File: config.mk
export PLATFORM = sky130hd
export DESIGN_NAME = demux1to2_buf
export DESIGN_NICKNAME = d
export VERILOG_FILES = /design/src/rtl/mips_defs.sv /design/src/rtl/demux_out_buf.sv /design/src/rtl/demux1to2_buf.sv
export SDC_FILE = /design/constraint.sdc
export NUM_CORES = 1
export LEC_CHECK = 0
export BUFFER_PORTS_ARGS = -buffer_cell sky130_fd_sc_hd__buf_2
export CAP_MARGIN = 20
export CORE_ASPECT_RATIO = 1.5
export CORE_MARGIN = 5
export CORE_UTILIZATION = 51
export CTS_CLUSTER_SIZE = 24
export DETAILED_ROUTE_END_ITERATION = 8
export GPL_TIMING_DRIVEN = 0
export PLACE_DENSITY = 0.84
export SYNTH_ARGS = -nofsm -noshare
export SYNTH_HDL_FRONTEND = slang
export SYNTH_SLANG_ARGS = --single-unit
File: constraint.sdc
create_clock -name Clk -period 4 [get_ports Clk]
set_input_delay 0.4 -clock Clk [delete_from_list [all_inputs] [get_ports Clk]]
set_output_delay 0.4 -clock Clk [all_outputs]
set_load 0.03 [all_outputs]
File: src/rtl/mips_defs.sv
// Shared definitions for the datapath routing blocks: channel select
// encodings and the default datapath word width.
package mips_defs;

  localparam int WORD_W = 32;

  localparam logic SEL_CH1 = 1'b0;
  localparam logic SEL_CH2 = 1'b1;

endpackage : mips_defs

File: src/rtl/demux_out_buf.sv
// One-entry output buffer with valid/ready handshake. A word loaded while the
// current one drains replaces it in the same edge, sustaining 1 word/cycle.
module demux_out_buf
  import mips_defs::*;
#(
  parameter int WIDTH = WORD_W
) (
  input  logic             Clk,
  input  logic             Reset,
  input  logic             LoadEn,
  input  logic [WIDTH-1:0] DIn,
  input  logic             Ready,
  output logic             Valid,
  output logic [WIDTH-1:0] DOut,
  output logic             Free
);

  logic             valid_q, valid_d;
  logic [WIDTH-1:0] data_q,  data_d;

  // NOTE: every signal written here gets its default first; a path that skips
  // an assignment in always_comb would otherwise infer a latch.
  always_comb begin
    valid_d = valid_q & ~Ready;
    data_d  = data_q;
    if (LoadEn) begin
      valid_d = 1'b1;
      data_d  = DIn;
    end
  end

  // NOTE: the data register is reset too, because Dout must read 0 out of
  // reset; it is a single word, not a memory array.
  always_ff @(posedge Clk or posedge Reset) begin
    if (Reset) begin
      valid_q <= 1'b0;
      data_q  <= '0;
    end else begin
      // NOTE: non-blocking assignments keep every register sampling the
      // pre-edge values, independent of statement order.
      valid_q <= valid_d;
      data_q  <= data_d;
    end
  end

  assign Valid = valid_q;
  assign DOut  = data_q;
  assign Free  = ~valid_q | Ready;

endmodule : demux_out_buf

File: src/rtl/demux1to2_buf.sv
// Registered 1-to-2 router: Sel steers each accepted word into one of two
// buffered channels. Define DEMUX_COUNT_EN to add per-channel accept counters.
module demux1to2_buf
  import mips_defs::*;
#(
  parameter int WIDTH = WORD_W
`ifdef DEMUX_COUNT_EN
  ,
  parameter int COUNT_W = 16
`endif
) (
  input  logic               Clk,
  input  logic               Reset,
  input  logic [WIDTH-1:0]   Din,
  input  logic               Sel,
  input  logic               InValid,
  output logic               InReady,
  output logic [WIDTH-1:0]   Dout1,
  output logic               Valid1,
  input  logic               Ready1,
  output logic [WIDTH-1:0]   Dout2,
  output logic               Valid2,
  input  logic               Ready2
`ifdef DEMUX_COUNT_EN
  ,
  output logic [COUNT_W-1:0] Count1,
  output logic [COUNT_W-1:0] Count2
`endif
);

  logic free1, free2;
  logic accept, load1, load2;

  // Only the selected channel can stall the producer.
  assign InReady = (Sel == SEL_CH2) ? free2 : free1;
  assign accept  = InValid & InReady;
  assign load1   = accept & (Sel == SEL_CH1);
  assign load2   = accept & (Sel == SEL_CH2);

  demux_out_buf #(.WIDTH(WIDTH)) u_buf1 (
    .Clk    (Clk),
    .Reset  (Reset),
    .LoadEn (load1),
    .DIn    (Din),
    .Ready  (Ready1),
    .Valid  (Valid1),
    .DOut   (Dout1),
    .Free   (free1)
  );

  demux_out_buf #(.WIDTH(WIDTH)) u_buf2 (
    .Clk    (Clk),
    .Reset  (Reset),
    .LoadEn (load2),
    .DIn    (Din),
    .Ready  (Ready2),
    .Valid  (Valid2),
    .DOut   (Dout2),
    .Free   (free2)
  );

`ifdef DEMUX_COUNT_EN
  logic [COUNT_W-1:0] count1_q, count1_d;
  logic [COUNT_W-1:0] count2_q, count2_d;

  // Counters wrap naturally from all-ones to zero.
  always_comb begin
    count1_d = count1_q;
    count2_d = count2_q;
    if (load1) count1_d = count1_q + COUNT_W'(1);
    if (load2) count2_d = count2_q + COUNT_W'(1);
  end

  always_ff @(posedge Clk or posedge Reset) begin
    if (Reset) begin
      count1_q <= '0;
      count2_q <= '0;
    end else begin
      count1_q <= count1_d;
      count2_q <= count2_d;
    end
  end

  assign Count1 = count1_q;
  assign Count2 = count2_q;
`endif

endmodule : demux1to2_buf

# Yosys cells after proc, flatten, opt, wreduce, memory -nomap -nowiden
# Index checks and enable logic that the tools add are counted.
word_totals:
  in_bits: 38
  word_cells: 19
  reg_bits: 66
  output_inout_bits: 67
classes:
  muxes: 3
  bitwise: 12
ops:
  columns: ["operator", "count"]
  rows:
  - ["bitwise AND 1 bit", 5]
  - ["inverter 1 bit", 5]
  - ["2-to-1 mux 1 bit", 3]
  - ["bitwise OR 1 bit", 2]

# Logic depth before layout (Yosys ltp)
# Gate-level depths: netlist of run 1.
depth:
  ltp_word: 6
  ltp_mapped: 4
  ltp_nobuf: 3

# Hierarchy
# A second synthesis of run 1 with hierarchy kept.
unflattened:
  hier_cells: 147
  hier_area_um2: 2797.7
modules_own_cells:
  columns: ["module", "instances", "cells_each", "area_per_inst_um2", "seq_area_each_um2"]
  rows:
  - ["demux_out_buf", 2, 72, 1382.6, 825.8]
  - ["demux1to2_buf", 1, 3, 32.5, 0.0]

# Worst setup path after synthesis of run 1
# No wires, ideal clock.
synth_timing:
  kind: "register to output"
  startpoint: "reg u_buf2.valid_q (netlist: u_buf2.Valid)"
  endpoint: "out InReady"
  path_slack_ps: 2363
  n_path_buf: 0
  required_time_ps: 3600
  stages_incl_launch_ff: 3
  t_arrival_ps: 1237
  cell_sequence: "dfrtp_1 and2b_1 a21oi_1"
synth_via:
  elab_chain_len: 3
synth_lines:
  columns: ["item", "line", "rtl"]
  rows:
  - ["start: declaration", "demux_out_buf.sv:18", "logic valid_q, valid_d;"]
  - ["start signal: assignment", "demux_out_buf.sv:41", "valid_q <= valid_d;"]
  - ["inverter 1 bit", "demux_out_buf.sv:48", "assign Free = ~valid_q | Ready;"]
  - ["bitwise OR 1 bit", "demux_out_buf.sv:48", null]
  - ["2-to-1 mux 1 bit", "demux1to2_buf.sv:35", "assign InReady = (Sel == SEL_CH2) ? free2 : free1;"]
  - ["end: declaration", "demux1to2_buf.sv:17", "output logic InReady,"]
# Every way passes these cells.

# Worst setup path in the final report of run 1
# Ends and elaborated chain as after synthesis.

==> impl_metrics.env, run 1 <==
export IMPL_status="complete, no violations"
export IMPL_hold_viol=0
export IMPL_regToRegStartpoint="u_buf1.Valid$_DFF_PP0_"
export IMPL_reg2reg_to="u_buf1.DOut[14]$_DFFE_PP0P_"
export IMPL_synthesis_instances=147
export IMPL_finalPower_mw=1.86
export IMPL_hold_buffers=0
export IMPL_grt_pass1_wl_mm=8.22
export IMPL_grt_max_degree=36
export IMPL_syn_avg_cell_area_um2=17.2
export IMPL_num_fill_cells=382
export IMPL_setup_viol=0
export IMPL_finalCritPeriodShare_pct=41.2
export IMPL_ff2ff_setup_slack_ns=2.49
export IMPL_ant_nets=0
export IMPL_synth_seq_cells=66
export IMPL_critical_path_endpoint="InReady"
export IMPL_grt_overflow_total=0
export IMPL_cts_root_buffer_cell="clkbuf_8"
export IMPL_initialDrtViolationCount=53
export IMPL_dr_pass1_iters=2
export IMPL_synth_edf_count=0
export IMPL_final_cells=333
export IMPL_rsz0062_at_grt="no"
export IMPL_min_period_ns=1.65
export IMPL_worstPathRequired_ns=3.60
export IMPL_core_um2=4810
export IMPL_cts_tree="yes"
export IMPL_met2_length_mm=2.85
export IMPL_synth_seq_area_share_pct=65.4
export IMPL_finalSetupTns_ns=0
export IMPL_rows=31
export IMPL_maxSlewHeadroom_pct=54.4
export IMPL_setup_ws_ns=2.35
export IMPL_start_util_pct=52.5
export IMPL_cts_setup_buffers=0
export IMPL_num_vias=1626
export IMPL_dp_hpwl_mm=4.07
export IMPL_synthArstFlopShare_pct=100
export IMPL_drc=0
export IMPL_synth_flop_cell="dfrtp_1"
export IMPL_top_layer_used="met4"
export IMPL_design_area_um2=3300
export IMPL_fp_dieH_um=96.2
export IMPL_drive_gt1_share_pct=71.2
export IMPL_die_width_um=67.4
export IMPL_met3WireLength_um=394
export IMPL_place_gp_congestion=0.680
export IMPL_numPlacedInstances=318
export IMPL_clkLatencyLatePin_ns=0.33
export IMPL_cts_buffers=9
export IMPL_hold_class="primary input to asynchronous set/reset pin"
export IMPL_fmax_ghz=0.607
export IMPL_slew_viol_final=0
export IMPL_yosys_warnings=0
export IMPL_path_class="register to output port"
export IMPL_crit_start="u_buf2.Valid$_DFF_PP0_"
export IMPL_clkSlewWorstSetupHoldPaths_ns=0.07
export IMPL_r2r_cells=4
export IMPL_pwr_density_cell_nw_per_um2=563
export IMPL_final_setup_skew_ns=0.00772
export IMPL_post_cts_resize_count=0
export IMPL_synth_top_area_cell="dfrtp_1"
export IMPL_wl_per_cell_um=15.8
export IMPL_ios=105
export IMPL_ys_types=15
export IMPL_area_growth_pct=30.7
export IMPL_viasPerCell=4.88
export IMPL_grt_usage_pct=17.3
export IMPL_grt_pass1_vias=1733
export IMPL_synth_cell_area_um2=2520
export IMPL_numClockSinks=66
export IMPL_die_area_um2=6480
export IMPL_routed_wl_mm=5.26
export IMPL_syn_num_nets=185
export IMPL_synthTopCellsByCount="66 x dfrtp_1, 62 x mux2_2, 4 x buf_6"
export IMPL_crit_fanout=3
export IMPL_cts_path_max_buffers=2
export IMPL_placed_area_um2=3150
export IMPL_antenna_found_initial=0
export IMPL_worst_pin_slew_ns=0.684
export IMPL_vdd_drop_max_uv=355
export IMPL_p_leak_nw=1.60
export IMPL_fin_nets=301
export IMPL_crit_path_end_kind="output port"
export IMPL_worst_ep_arrival_time_ns=1.25
export IMPL_synth_area_leaders="dfrtp_1 65%, mux2_2 28%, buf_6 1.8%"
export IMPL_h_tree_depth=3
export IMPL_placement_io_buffers=104
export IMPL_synth_most_common_cell="dfrtp_1"
export IMPL_pre_cts_slack_ns=2.36
export IMPL_wl_met1_mm=1.94
export IMPL_cap_violations=0
export IMPL_synth_top_area_share_pct=65.4
export IMPL_startpoint_type="register"
export IMPL_antenna_cells=0
==> routing by layer <==
metal / track usage (%) / up-vias
met2: 30.7 / 69
met4: 8.12 / 0
li1: - / 744
met3: 5.49 / 7
met1: 18.3 / 806
met5: 0 / -
==> flip-flops by register name (all words and copies together) (netlist names) <==
name / flops
u_buf1.DOut: 32
u_buf1.Valid: 1
u_buf2.DOut: 32
u_buf2.Valid: 1
==> cell families after synthesis <==
kind of cell	after synthesis	synth area share (%)
AO/OA/AOI/OAI	2	0.396
buffers and inverters	8	3.17
flip-flops	66	65.4
multiplexers	64	28.6
AND/OR/NAND/NOR	7	2.43
==> layout make-up <==
cell class / instances / area, um2 / area share (%)
inverter: 2 / 7.51 / 0.228
multi-input combinational: 73 / 792 / 24.0
tap: 66 / 82.6 / 2.50
buffer: 6 / 72.6 / 2.20
timing repair buffer: 105 / 541 / 16.4
clock buffer: 11 / 131 / 3.98
clock inverter: 4 / 20.0 / 0.607
sequential: 66 / 1650 / 50.1
==> stage by stage <==
stage / util (%) / hold WS (ns)
5_1_grt: 68.6 / 0.214
6_report: 68.6 / 0.169
3_3_place_gp: 65.0 / 0.464
3_5_place_dp: 65.4 / 0.480
2_1_floorplan: - / 0.509
4_1_cts: 68.6 / 0.181
==> where the power goes <==
part	internal, mW	leakage (nW)	switching (mW)
clock	0.217	0.0827	0.224
sequential	0.787	0.777	0.0554
combinational	0.202	0.741	0.372
total	1.21	1.60	0.651
==> cell usage in the layout, fill, tap and decap left out, types with 2 or more instances in the layout <==
cell,netlist,layout
clkbuf_8,2,11
mux2_2,62,62
mux2_1,2,2
clkbuf_1,0,2
buf_2,0,104
clkinv_2,0,4
buf_6,4,4
dfrtp_1,66,66
==> worst min path at each step <==
stage	to	cells after the start	start	slack, ns
floorplan	u_buf1.Valid$_DFF_PP0_	1	Sel	0.51
global placement	u_buf2.DOut[24]$_DFFE_PP0P_	1	u_buf2.DOut[24]$_DFFE_PP0P_	0.46
detailed placement	u_buf2.DOut[24]$_DFFE_PP0P_	1	u_buf2.DOut[24]$_DFFE_PP0P_	0.48
CTS	u_buf1.DOut[3]$_DFFE_PP0P_	2	Reset	0.18
global route	u_buf1.DOut[3]$_DFFE_PP0P_	2	Reset	0.21
finish	u_buf1.DOut[10]$_DFFE_PP0P_	2	Reset	0.17
==> critical path: stages, from the launching register on <==
cell,delay [ns]
dfrtp_1,0.37
and2b_1,0.21
a21oi_1,0.15
buf_2,0.21
Power figures use the tool's default switching activity.
==> inputs of run 2 (changes only) <==
- CORE_UTILIZATION: 51 -> 43
- PLACE_DENSITY: 0.84 -> 0.76
- clock period: 4 -> 1.5 ns (I/O delays scaled with it)
==> run 2 against run 1 <==
  * Clock power increased to 4.6 times the previous value
  * Worst setup slack got worse by 2.3 ns
  * Sequential share of layout area decreased by 4.8 points
  * Die area increased by 16%
  * Register-to-register slack got worse by 2.5 ns
  * Hold slack got worse by 0.11 ns
  * Routed wire length increased by 7.8%
  * Clock skew increased by 0.0063 ns
  * Non-clock buffer count increased by 6
  * Sequential power increased to 2.7 times the previous value
  * Largest power group unchanged
  * Global-route usage decreased by 2.0 points
  * Via count increased by 2.9%
==> impl_metrics.env, run 2 (synthesis gave the netlist of run 1 again) <==
export IMPL_crit_slowest_cell="dfrtp_2"
export IMPL_worstPathRequired_ns=1.71
export IMPL_num_vias=1673
export IMPL_path_class="register to register"
export IMPL_r2r_cells=5
export IMPL_finalSetupTns_ns=0
export IMPL_antenna_cells=0
export IMPL_ff2ff_setup_slack_ns=0.02
export IMPL_cts_root_buffer_cell="clkbuf_8"
export IMPL_dp_hpwl_mm=4.04
export IMPL_cp_cell_sequence="and2b_2 > nor2_4 > buf_12 > buf_12 > mux2_2"
export IMPL_fin_nets=307
export IMPL_place_gp_congestion=0.701
export IMPL_worstHoldEndpoint="u_buf2.DOut[2]$_DFFE_PP0P_"
export IMPL_die_width_um=72.6
export IMPL_crit_buf_inv=2
export IMPL_crit_path_end_kind="register"
export IMPL_clkLatencyLatePin_ns=0.34
export IMPL_p_leak_nw=1.79
export IMPL_h_tree_depth=3
export IMPL_grt_pass1_wl_mm=8.92
export IMPL_routed_wl_mm=5.67
export IMPL_ant_nets=0
export IMPL_startpoint_type="register"
export IMPL_ios=105
export IMPL_core_um2=5740
export IMPL_num_fill_cells=429
export IMPL_fp_dieH_um=104
export IMPL_hold_depth=2
export IMPL_dr_pass1_iters=4
export IMPL_fin_util_pct=63.6
export IMPL_worst_ep_arrival_time_ns=1.69
export IMPL_antenna_found_initial=0
export IMPL_drc=0
export IMPL_crit_fanout=10
export IMPL_pwr_density_cell_nw_per_um2=1620
export IMPL_clkSlewWorstSetupHoldPaths_ns=0.08
export IMPL_grt_max_degree=41
export IMPL_layout_common_cells="103 x buf_2, 64 x dfrtp_1, 40 x mux2_2, 22 x mux2_4, 10 x clkbuf_8"
export IMPL_worst_pin_slew_ns=0.604
export IMPL_drive_gt1_share_pct=73.4
export IMPL_cpLargestDelayFamily="flip-flops"
export IMPL_wl_per_cell_um=16.4
export IMPL_rows=34
export IMPL_placement_io_buffers=104
export IMPL_fmax_ghz=0.678
export IMPL_cap_violations=0
export IMPL_status="complete, no violations"
export IMPL_start_util_pct=43.9
export IMPL_initialDrtViolationCount=77
export IMPL_final_common_cell="buf_2"
export IMPL_cts_tree="yes"
export IMPL_setup_viol=0
export IMPL_vdd_drop_max_uv=1180
export IMPL_grt_overflow_total=0
export IMPL_rsz0062_at_grt="yes"
export IMPL_hold_start="Din[2]"
export IMPL_cts_buffers=9
export IMPL_viasPerCell=4.84
export IMPL_hold_viol=0
export IMPL_grt_usage_pct=15.3
export IMPL_regToRegStartpoint="u_buf2.Valid$_DFF_PP0_"
export IMPL_finalCritPeriodShare_pct=98.4
export IMPL_critPathMaxStageDelay_ns=0.40
export IMPL_maxSlewHeadroom_pct=59.7
export IMPL_worst_path_most_repeated_cell="buf_12"
export IMPL_reg2reg_to="u_buf2.DOut[23]$_DFFE_PP0P_"
export IMPL_numClockSinks=66
export IMPL_die_area_um2=7530
export IMPL_cts_path_max_buffers=2
export IMPL_slew_viol_final=0
export IMPL_area_growth_pct=44.7
export IMPL_min_period_ns=1.48
export IMPL_grt_pass1_vias=1754
export IMPL_final_setup_skew_ns=0.0140
export IMPL_hold_class="primary input to register"
export IMPL_finalPower_mw=5.92
==> run 2: area by class of cell <==
type / count / area, um2 / area share (%)
clock buffers: 10 / 138 / 3.77
flip-flops and latches: 66 / 1650 / 45.3
repair buffers: 111 / 624 / 17.1
plain buffers: 6 / 115 / 3.15
well taps: 72 / 90.1 / 2.47
clock inverters: 6 / 138 / 3.77
multi-input cells: 73 / 881 / 24.1
inverters: 2 / 11.3 / 0.308
==> run 2: layer usage <==
metal | global-route usage [%] | vias up | wire length [um]
li1 | - | 759 | -
met2 | 24.3 | 81 | 2770
met1 | 18.9 | 825 | 2310
met4 | 6.33 | 0 | 90
met3 | 5.04 | 8 | 499
met5 | 0 | - | 0
==> run 2: stage by stage <==
step	worst slack, ns	area, um2	std cells	hold WS [ns]
floorplan	0.0147	2530	147	0.255
global placement	-0.0262	3140	323	0.384
detailed placement	-0.0461	3160	324	0.249
CTS	-0.000934	3460	343	0.0375
global route	-0.0356	3650	346	0.0378
finish	0.0245	3650	346	0.0558
==> run 2: what timing repair did <==
| item | in CTS | in global routing |
|---|---|---|
| cloned | 0 | 1 |
| endpoints found under the setup margin | 60 | 59 |
| hold buffers | 1 | 0 |
| pin swaps | 1 | 1 |
| endpoints found under the hold margin | 26 | 0 |
| setup buffers | 2 | 2 |
| resized for setup | 0 | 38 |
==> run 2: worst reg2reg max path: stages, from the launching register on <==
cell	delay (ns)
dfrtp_2	0.40
and2b_2	0.23
nor2_4	0.13
buf_12	0.14
buf_12	0.14
mux2_2	0.33
==> run 2: power breakdown <==
| part | internal, mW | leakage, nW | switching (mW) | total (mW) |
|---|---|---|---|---|
| clock | 1.32 | 0.137 | 0.688 | 2.01 |
| sequential | 2.10 | 0.774 | 0.157 | 2.26 |
| combinational | 0.638 | 0.875 | 1.01 | 1.65 |
==> run 2: how the worst max path moves through the flow <==
stage	start	endpoint	slack, ns	cells past startpoint
5_1_grt	u_buf1.Valid$_DFF_PP0_	u_buf1.DOut[20]$_DFFE_PP0P_	-0.04	5
6_report	u_buf2.Valid$_DFF_PP0_	u_buf2.DOut[23]$_DFFE_PP0P_	0.02	5
3_5_place_dp	u_buf1.Valid$_DFF_PP0_	u_buf1.DOut[4]$_DFFE_PP0P_	-0.05	4
4_1_cts	u_buf2.Valid$_DFF_PP0_	u_buf2.DOut[18]$_DFFE_PP0P_	-0.0009	4
2_1_floorplan	u_buf1.Valid$_DFF_PP0_	u_buf1.DOut[0]$_DFFE_PP0P_	0.01	4
3_3_place_gp	u_buf1.Valid$_DFF_PP0_	u_buf1.DOut[24]$_DFFE_PP0P_	-0.03	4
==> inputs of run 3 (changes only) <==
- PLACE_DENSITY: 0.76 -> 0.81
- SLEW_MARGIN: default -> 20
==> run 3 against run 2 <==
  * Hold slack is essentially flat
  * Design area shrank 3.7%
  * Critical path depth is the same
==> impl_metrics.env, run 3 (synthesis gave the netlist of run 1 again) <==
export IMPL_area_growth_pct=39.3
export IMPL_wl_per_cell_um=16.6
export IMPL_vdd_drop_max_uv=690
export IMPL_fp_dieH_um=104
export IMPL_routed_wl_mm=5.80
export IMPL_rsz0062_at_grt="yes"
export IMPL_crit_slowest_cell="dfrtp_2"
export IMPL_finalSetupTns_ns=0
export IMPL_pwr_density_cell_nw_per_um2=1470
export IMPL_regToRegStartpoint="u_buf2.Valid$_DFF_PP0_"
export IMPL_p_comb_share_pct=31.3
export IMPL_antenna_cells=0
export IMPL_worst_path_most_repeated_cell="buf_12"
export IMPL_antenna_found_initial=0
export IMPL_switchingPower_mw=1.82
export IMPL_rows=34
export IMPL_critical_path_endpoint="u_buf2.DOut[11]$_DFFE_PP0P_"
export IMPL_path_class="register to register"
export IMPL_grt_max_degree=36
export IMPL_grt_pass1_vias=1843
export IMPL_place_gp_congestion=0.748
export IMPL_critPathMaxStageDelay_ns=0.39
export IMPL_worst_ep_arrival_time_ns=1.70
export IMPL_cts_path_max_buffers=2
export IMPL_final_common_cell="buf_2"
export IMPL_clkLatencyLatePin_ns=0.34
export IMPL_hold_viol=0
export IMPL_placed_area_um2=3160
export IMPL_setup_ws_ns=0.0176
export IMPL_swShare_pct=35.2
export IMPL_viasPerCell=4.79
export IMPL_cap_violations=0
export IMPL_status="complete, no violations"
export IMPL_cts_root_buffer_cell="clkbuf_8"
export IMPL_slew_viol_final=0
export IMPL_drc=0
export IMPL_ant_nets=0
export IMPL_num_vias=1678
export IMPL_cts_buffers=9
export IMPL_finalCritPeriodShare_pct=98.8
export IMPL_pre_cts_slack_ns=-0.0311
export IMPL_hold_class="primary input to register"
export IMPL_ios=105
export IMPL_dr_pass1_iters=4
export IMPL_final_setup_skew_ns=0.00964
export IMPL_maxSlewHeadroom_pct=53.0
export IMPL_crit_fanout=10
export IMPL_initialDrtViolationCount=75
export IMPL_ff2ff_setup_slack_ns=0.02
export IMPL_grt_pass1_wl_mm=8.94
export IMPL_dp_hpwl_mm=4.08
export IMPL_p_leak_nw=1.70
export IMPL_power_frac_clock_pct=25.0
export IMPL_core_um2=5740
export IMPL_internal_power_mw=3.34
export IMPL_die_area_um2=7530
export IMPL_r2r_cells=5
export IMPL_fin_nets=311
export IMPL_layout_common_cells="104 x buf_2, 64 x dfrtp_1, 54 x mux2_2, 10 x mux2_4, 10 x clkbuf_8"
export IMPL_start_util_pct=43.9
export IMPL_num_fill_cells=463
export IMPL_worst_pin_slew_ns=0.704
export IMPL_drive_gt1_share_pct=74.1
export IMPL_cp_cell_sequence="and2b_2 > nor2_4 > buf_12 > buf_12 > mux2_2"
export IMPL_min_period_ns=1.48
export IMPL_die_width_um=72.6
export IMPL_setup_viol=0
export IMPL_crit_start="u_buf2.Valid$_DFF_PP0_"
export IMPL_cts_tree="yes"
export IMPL_grt_overflow_total=0
export IMPL_p_seq_share_pct=43.7
export IMPL_fmax_ghz=0.675
export IMPL_startpoint_type="register"
export IMPL_h_tree_depth=3
export IMPL_clkSlewWorstSetupHoldPaths_ns=0.07
export IMPL_crit_path_end_kind="register"
export IMPL_reg2reg_to="u_buf2.DOut[11]$_DFFE_PP0P_"
export IMPL_placement_io_buffers=104
export IMPL_worstPathRequired_ns=1.71
export IMPL_design_area_um2=3520
export IMPL_numClockSinks=66
export IMPL_grt_usage_pct=15.4
[run 3: changes by cell type in the layout (fill, tap and decap cells not counted), moves of 3 or more]
cell / previous run / this run
bufinv_16: 4 / 0
buf_4: 3 / 6
mux2_2: 40 / 54
mux2_4: 22 / 10
clkinv_2: 0 / 3
buf_12: 7 / 4
[run 3: worst min path at each step]
| stage | slack (ns) | cells past startpoint | start | endpoint |
|---|---|---|---|---|
| after floorplan | 0.26 | 1 | Sel | u_buf1.Valid$_DFF_PP0_ |
| after global placement | 0.38 | 2 | Din[25] | u_buf2.DOut[25]$_DFFE_PP0P_ |
| after detailed placement | 0.29 | 2 | Reset | u_buf1.DOut[9]$_DFFE_PP0P_ |
| after CTS | 0.03 | 2 | Din[24] | u_buf2.DOut[24]$_DFFE_PP0P_ |
| after global routing | 0.03 | 2 | Din[9] | u_buf1.DOut[9]$_DFFE_PP0P_ |
| final | 0.06 | 2 | Din[19] | u_buf2.DOut[19]$_DFFE_PP0P_ |
[run 3: critical path, delay by kind of cell, from the launching register on]
family	cells	cell delay [ns]
mux	1	0.34
flops	1	0.39
buf+inv	2	0.28
simple gates	2	0.36
[run 3: layout make-up]
class / count / area, um2 / area share, %
timing repair buffer: 115 / 666 / 18.9
clock buffer: 11 / 141 / 4.02
clock inverter: 5 / 30.0 / 0.854
sequential: 66 / 1650 / 47.0
buffer: 6 / 92.6 / 2.63
tap: 72 / 90.1 / 2.56
multi-input combinational: 73 / 831 / 23.6
inverter: 2 / 11.3 / 0.320
[run 3: stage by stage]
| stage | power, mW | hold slack [ns] | util, % | instances |
|---|---|---|---|---|
| floorplan | 3.32 | 0.255 | - | 147 |
| global placement | 3.79 | 0.384 | 54.7 | 323 |
| detailed placement | 3.83 | 0.295 | 55.0 | 324 |
| CTS | 5.15 | 0.0252 | 58.3 | 342 |
| global route | 5.43 | 0.0281 | 61.2 | 350 |
| finish | 5.16 | 0.0556 | 61.2 | 350 |
[run 3: layer usage]
| metal | up-vias | part of all wire [%] | wire (um) | GRT usage [%] |
|---|---|---|---|---|
| met4 | 0 | 2.6 | 148 | 9.23 |
| met3 | 11 | 8.1 | 469 | 4.75 |
| met2 | 71 | 51 | 2940 | 24.8 |
| met1 | 828 | 39 | 2230 | 17.3 |
| met5 | - | 0 | 0 | 0 |
| li1 | 768 | - | - | - |
[run 3: power by group through the flow]
stage / sequential [mW] / combinational [mW] / clock (mW)
floorplan: 2.93 / 0.391 / 0
global placement: 2.27 / 1.52 / 0
detailed placement: 2.29 / 1.55 / 0
CTS: 2.26 / 1.55 / 1.34
global route: 2.30 / 1.70 / 1.43
finish: 2.26 / 1.61 / 1.29
[run 3: timing repair]
item,4_1_cts,5_1_grt
hold buffers,1,0
gates resized for setup,0,19
pin swaps,1,1
endpoints found under the setup margin,44,43
cloned,0,3
buffers inserted,1,5
hold endpoints to repair,31,0
